## config.mk

```make
export PLATFORM = sky130hd
export DESIGN_NAME = flag_register
export DESIGN_NICKNAME = d
export VERILOG_FILES = /design/src/rtl/flag_register.sv
export SDC_FILE = /design/constraint.sdc
export NUM_CORES = 1
export LEC_CHECK = 0
export CAP_MARGIN = 20
export CORE_MARGIN = 4
export CORE_UTILIZATION = 30
export CTS_CLUSTER_DIAMETER = 50
export DETAILED_ROUTE_END_ITERATION = 6
export HOLD_SLACK_MARGIN = 0.1
export PLACE_DENSITY_LB_ADDON = 0.05
export SYNTH_ARGS = -nofsm -noshare
export SYNTH_HDL_FRONTEND = slang
export SYNTH_SLANG_ARGS = --single-unit
```

## constraint.sdc

```tcl
create_clock -name i_clk -period 3.8 [get_ports i_clk]
set_input_delay 0.38 -clock i_clk [delete_from_list [all_inputs] [get_ports i_clk]]
set_output_delay 0.38 -clock i_clk [all_outputs]
set_load 0.01 [all_outputs]
```

## src/rtl/flag_register.sv

```systemverilog
// flag_register: condition-code register for the execute stage.
// Holds the Z/N/C flags written by the ALU, decides JZ/JN/JC, applies
// SETC/CLRC, clears a flag when its jump is taken, and saves/restores the
// flags through a two-entry shadow stack on interrupt entry and RTI.
module flag_register (
    input  logic       i_clk,
    input  logic       i_reset,
    input  logic       i_stall,
    input  logic       i_alu_we,
    input  logic       i_alu_zero,
    input  logic       i_alu_negative,
    input  logic       i_alu_carry,
    input  logic [1:0] i_flag_op,
    input  logic [1:0] i_jump_type,
    input  logic       i_int_save,
    input  logic       i_rti,
    output logic       o_zero_flag,
    output logic       o_negative_flag,
    output logic       o_carry_flag,
    output logic       o_jump_taken,
    output logic [1:0] o_depth,
    output logic       o_error
);

    // Shadow stack occupancy; the encoding doubles as the o_depth value.
    typedef enum logic [1:0] {
        DEPTH_EMPTY = 2'd0,
        DEPTH_ONE   = 2'd1,
        DEPTH_TWO   = 2'd2
    } depth_e;

    localparam logic [1:0] FLAG_OP_SETC = 2'b01;
    localparam logic [1:0] FLAG_OP_CLRC = 2'b10;
    localparam logic [1:0] JUMP_JZ      = 2'b01;
    localparam logic [1:0] JUMP_JN      = 2'b10;
    localparam logic [1:0] JUMP_JC      = 2'b11;

    // Architectural flags.
    logic       zero_q, zero_d;
    logic       negative_q, negative_d;
    logic       carry_q, carry_d;

    // Shadow stack: each entry packs {Z, N, C}.
    logic [2:0] stack_q [2];
    logic [2:0] stack_d [2];
    depth_e     depth_q, depth_d;
    logic       error_q, error_d;

    // Decoded control terms.
    logic       jz_taken;
    logic       jn_taken;
    logic       jc_taken;
    logic       pop_valid;
    logic       push_valid;
    logic       push_idx;
    logic       pop_idx;
    logic [2:0] pop_flags;
    logic       error_event;

    // Jump decision from the registered flags only, suppressed while stalled.
    always_comb begin
        jz_taken = 1'b0;
        jn_taken = 1'b0;
        jc_taken = 1'b0;
        if (!i_stall) begin
            jz_taken = (i_jump_type == JUMP_JZ) && zero_q;
            jn_taken = (i_jump_type == JUMP_JN) && negative_q;
            jc_taken = (i_jump_type == JUMP_JC) && carry_q;
        end
    end

    assign o_jump_taken = jz_taken | jn_taken | jc_taken;

    // Stack control: a pop wins over a simultaneous push, and any illegal
    // request (overflow, underflow, save+rti together) raises the error.
    always_comb begin
        pop_valid   = i_rti && (depth_q != DEPTH_EMPTY);
        push_valid  = i_int_save && !i_rti && (depth_q != DEPTH_TWO);
        push_idx    = (depth_q == DEPTH_ONE);
        pop_idx     = (depth_q == DEPTH_TWO);
        pop_flags   = stack_q[pop_idx];
        error_event = (i_int_save && i_rti)
                    || (i_int_save && (depth_q == DEPTH_TWO))
                    || (i_rti && (depth_q == DEPTH_EMPTY));
    end

    // Next-state flags: a valid pop overrides everything; otherwise each flag
    // independently takes its highest-priority source (ALU, SETC/CLRC, jump clear).
    always_comb begin
        zero_d     = zero_q;
        negative_d = negative_q;
        carry_d    = carry_q;
        if (!i_stall) begin
            if (pop_valid) begin
                zero_d     = pop_flags[2];
                negative_d = pop_flags[1];
                carry_d    = pop_flags[0];
            end else begin
                if (i_alu_we) begin
                    zero_d = i_alu_zero;
                end else if (jz_taken) begin
                    zero_d = 1'b0;
                end

                if (i_alu_we) begin
                    negative_d = i_alu_negative;
                end else if (jn_taken) begin
                    negative_d = 1'b0;
                end

                if (i_alu_we) begin
                    carry_d = i_alu_carry;
                end else if (i_flag_op == FLAG_OP_SETC) begin
                    carry_d = 1'b1;
                end else if (i_flag_op == FLAG_OP_CLRC) begin
                    carry_d = 1'b0;
                end else if (jc_taken) begin
                    carry_d = 1'b0;
                end
            end
        end
    end

    // Next-state stack, depth and sticky error; a push stores the registered flags.
    always_comb begin
        stack_d[0] = stack_q[0];
        stack_d[1] = stack_q[1];
        depth_d    = depth_q;
        error_d    = error_q;
        if (!i_stall) begin
            if (pop_valid) begin
                unique case (depth_q)
                    DEPTH_TWO: depth_d = DEPTH_ONE;
                    DEPTH_ONE: depth_d = DEPTH_EMPTY;
                    default:   depth_d = DEPTH_EMPTY;
                endcase
            end else if (push_valid) begin
                stack_d[push_idx] = {zero_q, negative_q, carry_q};
                unique case (depth_q)
                    DEPTH_EMPTY: depth_d = DEPTH_ONE;
                    DEPTH_ONE:   depth_d = DEPTH_TWO;
                    default:     depth_d = DEPTH_TWO;
                endcase
            end
            if (error_event) begin
                error_d = 1'b1;
            end
        end
    end

    // State registers; reset clears everything and overrides stall.
    always_ff @(posedge i_clk) begin
        if (i_reset) begin
            zero_q     <= 1'b0;
            negative_q <= 1'b0;
            carry_q    <= 1'b0;
            stack_q[0] <= 3'b000;
            stack_q[1] <= 3'b000;
            depth_q    <= DEPTH_EMPTY;
            error_q    <= 1'b0;
        end else begin
            zero_q     <= zero_d;
            negative_q <= negative_d;
            carry_q    <= carry_d;
            stack_q[0] <= stack_d[0];
            stack_q[1] <= stack_d[1];
            depth_q    <= depth_d;
            error_q    <= error_d;
        end
    end

    assign o_zero_flag     = zero_q;
    assign o_negative_flag = negative_q;
    assign o_carry_flag    = carry_q;
    assign o_depth         = depth_q;
    assign o_error         = error_q;

endmodule

```

Word-level counts from Yosys, hierarchy flattened:

Memories as Yosys holds them, arrays and structs flattened.
Index checks and enable logic that the tools add are counted.

* mux-type cells: 29
* bitwise logic cells: 6
* eq/ne operators: 8
* magnitude comparators: 2
* reduce and logical (&&, ||, !) cells: 24

Operator list (number)
* $mux W1: 18
* $mux W6: 3
* $logic_and A1 B1 Y1: 10
* $reduce_and A2 Y1: 5
* $mux W3: 3
* $eq A2 B2 Y1 const B: 4
* $bwmux W6: 1
* $eq A2 B1 Y1 const B: 3
* $mux W2: 3
* $reduce_bool A3 Y1: 2
* $reduce_bool A5 Y1: 1
* $or A1 B1 Y1: 4
* $reduce_bool A2 Y1: 2
* $demux W3 S1: 1
* $ge A2 B2 Y1 const B: 1
* $logic_not A2 Y1: 1
* $logic_or A1 B1 Y1: 2
* $lt A2 B1 Y1 const B: 1
* $ne A2 B2 Y1 const B: 1
* $not A1 Y2: 1
* $logic_not A1 Y1: 1
* $not A1 Y1: 1

* output and inout port bits: 7
* memory bits (writable): 6
* memories kept: 1
* flip-flop bits (word level): 6

Memories
* stack_q: words 2, width 3, rd ports 3, clocked after memory_dff 0, wr ports 2, RTL line 44 `logic [2:0] stack_q [2];`

Logic depth before layout (Yosys ltp):

Gate-level depths: netlist of the first run.

* depth in word-level cells: 11
* mapped depth: 5
* depth with buffers taken out: 4

Worst setup path before layout of the first run:

OpenSTA, ideal clock, no wires.

* kind: register to register
* start: reg depth_q[1] (netlist: o_depth[1])
* end: reg carry_q (netlist: o_carry_flag)
* cell stages (with the launch flop): 6
* slack: 2484 ps
* arrival time: 1190 ps
* required time: 3674 ps
* path through: dfxtp_1 buf_6 nor2b_4 mux2_1 o21bai_2 o32ai_2

* longest elaborated chain between the ends: 4
* elaborated cells between the ends (all ways): 7
* classes of those cells: eq/ne: 1; mux: 1; reduce/logical: 4; memory: 1

Ends and longest elaborated chain
* from (decl): RTL line 46 `depth_e depth_q, depth_d;`
* from (signal assigned): RTL line 167 `depth_q <= depth_d;`
* $reduce_bool A2 Y1: RTL line 77 `pop_valid = i_rti && (depth_q != DEPTH_EMPTY);`
* $logic_and A1 B1 Y1: RTL line 77
* $reduce_bool A5 Y1 (no source line)
* $reduce_and A2 Y1 (no source line)
* to (signal assigned): RTL line 164 `carry_q <= carry_d;`
* to (decl): RTL line 41 `logic carry_q, carry_d;`

Several ways; a longest one is shown, not always the timed one.
A chain may end at the register's enable or synchronous reset.

Final worst setup path of the first run:

* start: in i_jump_type[1]
* end: out o_jump_taken

* longest elaborated chain between the ends: 5
* elaborated cells between the ends (all ways): 11
* classes of those cells: eq/ne: 3; mux: 3; bitwise: 2; reduce/logical: 3

Ends and longest elaborated chain
* from (decl): RTL line 14 `input logic [1:0] i_jump_type,`
* $eq A2 B1 Y1 or $eq A2 B2 Y1 (tied branches): RTL line 66, 67
* $logic_and A1 B1 Y1 (on tied branches): RTL line 66, 67
* $mux W1: RTL line 65 `if (!i_stall) begin`
* $or A1 B1 Y1: RTL line 72 `assign o_jump_taken = jz_taken | jn_taken | jc_taken;`
* $or A1 B1 Y1 (*): RTL line 72
* to (decl): RTL line 20 `output logic o_jump_taken,`

Mark *: on every way between the ends. The rest lies on a longest branch, timed or not.

==> qor.yml, run 1 <==
run_status:
  status: "finished clean"
critical_path:
  cp-start-kind: "input port"
  cp_max_fo: 4
  path_class: "input port to output pin"
  path_cells: "clkdlybuf4s50_1, mux2_2, nand2_1, a21oi_1, clkdlybuf4s50_1"
  critPathMaxStageDelay_ns: 0.54
  endpoint_kind: "output pin"
  required_ns: 3.42
  cp_common_cell: "clkdlybuf4s50_1"
  crit_arrival_ns: 1.88
  worst_path_max_delay_cell: "clkdlybuf4s50_1"
place:
  gp_congestion: 0.671
  placedCellCount: 119
  numPortBuffers: 19
  place_area_um2: 886
  pre_cts_ws_ns: 1.54
  dp_hpwl_um: 1240
layout:
  drive_above_1_share_pct: 11.6
  final_common_cell: "clkdlybuf4s50_1"
  most-common-layout-cells: "clkdlybuf4s50_1 (19), nor2_1 (12), dfxtp_1 (12), mux2i_1 (7)"
  syn2layout_area_growth_pct: 29.5
  final_nets: 109
  final_cell_area_um2: 922
  fin_util_pct: 41.3
  fin_cells: 123
  fillers: 225
  antenna_cells: 0
power_and_ir_drop:
  total_power_uw: 294
  pwr_density_cell_nw_per_um2: 319
  power.leakage_nw: 0.368
  irDropWorstVdd_mv: 0.154
clock_network:
  cts_root_buf: "clkbuf_4"
  postCtsSetupBuffers: 0
  cts_buffers: 3
  cts_tree: "yes"
  clkLatencyLatePin_ns: 0.28
  cts_sinks: 12
  hold_buffers: 0
  cts_max_level: 1
  clk_pin_slew_ns: 0.08
  cts-resized-gates: 0
  clock_path_buffers: 2
global_routing:
  track_usage_pct: 11.8
  grt_remaining_overflow: 0
  grt_pass1_vias: 602
  grt_pass1_wl_um: 2910
  antenna_found_initial: 0
  grt_max_degree: 14
floorplanning:
  die_x_um: 56.7
  die_area_um2: 3220
  start_util_pct: 31.9
  ios: 20
  core_region_area_um2: 2230
  fp-row-count: 17
  die_y_um: 56.7
synthesis:
  syn_avg_cell_area_um2: 9.25
  syn_area_um2: 712
  synth_top_family_by_area: "compound AO/OA/AOI/OAI gates"
  synth-main-ff-cell: "dfxtp_1"
  synth.mux.area_fraction_pct: 14.6
  synth_sequential_area_ratio_pct: 33.7
  syn-num-nets: 90
  synth_cell_types: 31
  synth_edf_count: 0
  yosys.area_share.xor_xnor_pct: 1.23
  yosys.area.top_type: "dfxtp_1"
  synth_area_leaders: "dfxtp_1 (34%), mux2i_1 (9.8%), nor2_1 (6.3%)"
  ys.warnings.count: 0
  yosys.area_share.adder_pct: 0
  synth_compound_area_share_pct: 23.7
  synth-simple-area-share_pct: 17.4
  synthArstFlopShare_pct: 0
  synth_top_area_share_pct: 33.7
  synth-seq-cells: 12
  netlist_instances: 77
detailed_routing:
  wire_per_inst_um: 13.6
  dr.pass1.iters: 3
  dr.first_iter.drc_count: 13
  viasPerCell: 4.94
  route.detailed.drc: 0
  routed_wl_um: 1680
  ant_nets: 0
  vias: 608
timing:
  period_needed_ns: 2.26
  finalHoldViolations: 0
  final.setup.tns_ns: 0
  finalCritPeriodShare_pct: 59.5
  fmax_mhz: 442
  rsz0062_at_grt: "false"
  max_slew_margin_pct: 66.3
  setup_ws_ns: 1.54
  fin_hold_ws_ns: 0.486
  slew_violations: 0
  worst_slew_pin_slew_ns: 0.504
  setup_viol: 0
  skew_ns: 0.00706
hold_path:
  hold_class: "flip-flop to flip-flop"
job:
  maxCapViolations: 0
==> flip-flops by register name, summed over array words and instances, names as in the netlist <==
signal	flops
o_carry_flag	1
o_negative_flag	1
o_error	1
stack_q	6
o_zero_flag	1
o_depth	2
==> path summary, 6_finish.rpt <==
kind                                start                         to  slack (ns)  cells past startpoint
setup / recovery           i_jump_type[1]               o_jump_taken        1.54                      5
hold / removal       o_error$_SDFFE_PP0P_       o_error$_SDFFE_PP0P_        0.49                      2
setup reg to reg  o_depth[1]$_SDFFE_PP0P_  o_carry_flag$_SDFFE_PP0P_        2.34                      4
hold reg to reg      o_error$_SDFFE_PP0P_       o_error$_SDFFE_PP0P_        0.49                      2
==> kinds of logic after synthesis <==
kind of cell              after synthesis
and+or+nand+nor                        25
AOI/OAI and AO/OA                      20
DFF                                    12
muxes                                  10
buffers and inverters                   9
xor gates and xnor gates                1
==> power breakdown <==
part	internal (mW)	switching, mW
Clock	0.0583	0.0460
Sequential	0.130	0.00648
Combinational	0.0306	0.0228
==> critical path: cells and delay by family <==
family | cells | cell delay (ns)
buf+inv | 2 | 1.03
mux | 1 | 0.35
simple gates | 1 | 0.06
compound gates | 1 | 0.06
==> metal layers <==
metal  up-vias  track usage (%)  wire length, µm
li1        309                -                -
met5         -                0                0
met3         5             2.99               68
met1       281             15.8              826
met4         0             6.10               37
met2        13             17.2              745
==> final cells by class <==
class                           count  area, µm²  share of cell area [%]
Sequential cell                    12        240                    26.1
Timing Repair Buffer               19        190                    20.6
Multi-Input combinational cell     56        405                    44.0
Tap cell                           28       35.0                    3.80
Clock buffer                        4       36.3                    3.93
Inverter                            4       15.0                    1.63
==> synthesized netlist by cell type, types with 2 or more instances <==
| master | n |
|---|---|
| a22o_1 | 2 |
| a21oi_1 | 5 |
| nor2_1 | 12 |
| buf_6 | 3 |
| nand3b_1 | 2 |
| mux2i_1 | 7 |
| mux2_1 | 2 |
| o21ai_0 | 2 |
| nor3_1 | 2 |
| dfxtp_1 | 12 |
| nand2_1 | 5 |
| inv_1 | 4 |
(Power assumes the default switching activity.)
==> run 2: changes to the inputs <==
clock period = 2.2 ns   (was 3.8 ns; I/O delays follow)
==> run 2 against run 1 <==
Compared with the run above:
- core utilization is 0.67 points higher
- count of clock-buffer cells in the layout did not move
- combinational power increased by 76%
- critical path type unchanged
- non-clock buffer count is 2 higher
- final area is 1.6% higher
- sequential power is 73% higher
- die area did not move
- setup slack got worse by 1.3 ns
- critical endpoint unchanged
- hold slack lost 0.0027 ns
==> qor.yml, run 2 (same netlist as run 1, synthesis figures left out) <==
run_status:
  status: "finished clean"
clock_network:
  clkLatencyLatePin_ns: 0.27  # about the same
  clk_pin_slew_ns: 0.07  # about the same
  postCtsSetupBuffers: 0  # unchanged
  cts_buffers: 3  # unchanged
  cts_sinks: 12  # unchanged
  cts_max_level: 1  # unchanged
  cts-resized-gates: 0  # unchanged
  cts_tree: "yes"
  hold_buffers: 0  # unchanged
  clock_path_buffers: 2  # unchanged
  cts_root_buf: "clkbuf_4"
floorplanning:
  die_y_um: 56.7  # unchanged
  fp-row-count: 17  # unchanged
  core_region_area_um2: 2230  # unchanged
  die_x_um: 56.7  # unchanged
  ios: 20  # unchanged
  start_util_pct: 31.9  # unchanged
  die_area_um2: 3220  # unchanged
hold_path:
  hold_path_end: "o_error$_SDFFE_PP0P_"
  hold_class: "flip-flop to flip-flop"
  whs_path_depth: 2  # unchanged
  min_from: "o_error$_SDFFE_PP0P_"
power_and_ir_drop:
  pwr_density_cell_nw_per_um2: 535  # +68%
  irDropWorstVdd_mv: 0.230  # +49%
  pwr-share-seq_pct: 46.9  # +0.5 points
  p_switching_uw: 122  # +63%
  total_power_uw: 502  # +71%
  combPwrFrac_pct: 18.7  # +0.6 points
  swShare_pct: 24.4  # -1.2 points
  clkPwrFrac_pct: 34.4  # -1.1 points
  power.leakage_nw: 0.378  # +2.8%
  internal-power_uw: 379  # +73%
detailed_routing:
  dr.pass1.iters: 4  # +1
  route.detailed.drc: 0  # unchanged
  maxUsedRoutingLayer: "met4"
  viasPerCell: 4.97  # +0.50%
  vias: 621  # +2.1%
  dr_wl_met2_um: 749  # +0.54%
  drt-met1-wl_um: 746  # -9.7%
  wire_per_inst_um: 12.6  # -7.3%
  met3_length_um: 70  # +2.9%
  routed_wl_um: 1580  # -5.8%
  dr.first_iter.drc_count: 3  # -10
  ant_nets: 0  # unchanged
critical_path:
  path_cells: "clkdlybuf4s50_1, mux2_2, nand2_1, a21oi_1, clkdlybuf4s50_1"
  required_ns: 1.98  # -1.44 ns
  r2r_end: "o_negative_flag$_SDFFE_PP0P_"
  critPathMaxStageDelay_ns: 0.53  # about the same
  path_class: "input port to output pin"
  endpoint_kind: "output pin"
  worst_path_max_delay_cell: "clkdlybuf4s50_1"
  rr_worst_depth: 4  # unchanged
  cp_common_cell: "clkdlybuf4s50_1"
  reg2reg_slack_ns: 0.79  # -1.55 ns
  crit_arrival_ns: 1.70  # -0.18 ns
  crit_start: "i_jump_type[1]"
  crit_family: "buffers and inverters"
  cp_max_fo: 4  # unchanged
  cp-start-kind: "input port"
  path_buf_inv: 2  # unchanged
  r2r_start: "o_depth[0]$_SDFFE_PP0P_"
job:
  maxCapViolations: 0  # unchanged
layout:
  most-common-layout-cells: "clkdlybuf4s50_1 (19), nor2_1 (12), dfxtp_1 (12), mux2i_1 (7)"
  final_common_cell: "clkdlybuf4s50_1"
  antenna_cells: 0  # unchanged
  top_register: "stack_q"
  largest_register_ffs: 6  # unchanged
  final_nets: 111  # +1.8%
  fillers: 243  # +8.0%
  fin_util_pct: 42.0  # +0.67 points
  drive_above_1_share_pct: 13.4  # +1.8 points
  syn2layout_area_growth_pct: 31.6
timing:
  finalHoldViolations: 0  # unchanged
  period_needed_ns: 1.92
  skew_ns: 0.00143  # -0.00563 ns
  setup_viol: 0  # unchanged
  fmax_mhz: 521
  finalCritPeriodShare_pct: 87.3
  max_slew_margin_pct: 67.8  # +1.5 points
  slew_violations: 0  # unchanged
  worst_slew_pin_slew_ns: 0.481  # -0.0236 ns
  rsz0062_at_grt: "false"
  fin_hold_ws_ns: 0.483  # -0.00273 ns
  final.setup.tns_ns: 0  # unchanged
global_routing:
  grt_remaining_overflow: 0  # unchanged
  antenna_found_initial: 0  # unchanged
  grt_pass1_vias: 621  # +3.2%
  grt_max_degree: 14  # unchanged
  grt_pass1_wl_um: 2780  # -4.5%
  track_usage_pct: 11.1  # -0.71 points
place:
  dp_hpwl_um: 1240  # +0.64%
  gp_congestion: 0.679  # +1.1%
  numPortBuffers: 19  # unchanged
-- run 2: final cells by class --
type                    instances  area (µm²)  area share (%)
multi-input cells              56         405            43.3
inverters                       4        15.0            1.60
clock buffers                   4        36.3            3.87
well taps                      28        35.0            3.74
repair buffers                 21         205            21.9
flip-flops and latches         12         240            25.6
-- run 2: routing by layer --
layer | GRT usage [%] | up-vias
met5 | 0 | -
li1 | - | 316
met4 | 5.08 | 0
met1 | 14.0 | 293
met2 | 17.5 | 10
met3 | 2.76 | 2
-- run 2: power by group through the flow --
stage / Clock, mW / Sequential [mW] / Combinational [mW]
floorplan: 0 / 0.239 / 0.0519
global placement: 0 / 0.241 / 0.0949
detailed placement: 0 / 0.240 / 0.0941
CTS: 0.180 / 0.235 / 0.0949
global route: 0.193 / 0.237 / 0.104
finish: 0.173 / 0.235 / 0.0939
-- run 2: worst max-delay path by stage --
| stage | cells after the start | slack, ns | endpoint |
|---|---|---|---|
| floorplan | 5 | 0.88 | o_carry_flag$_SDFFE_PP0P_ |
| global placement | 5 | 0.29 | o_jump_taken |
| detailed placement | 5 | 0.28 | o_jump_taken |
| CTS | 5 | 0.27 | o_jump_taken |
| global route | 5 | 0.20 | o_jump_taken |
| finish | 5 | 0.28 | o_jump_taken |
-- run 2: tightest hold or removal path: stages (launching register included) --
cell and delay, ns:
dfxtp_1 0.34, a21oi_1 0.05, nor2_1 0.07
-- run 2: metrics by stage --
stage / cell area [µm²] / instances / worst slack [ns]
finish: 937 / 125 / 0.280
global route: 937 / 125 / 0.200
CTS: 937 / 125 / 0.273
detailed placement: 901 / 121 / 0.277
global placement: 901 / 121 / 0.293
floorplan: 712 / 77 / 0.884
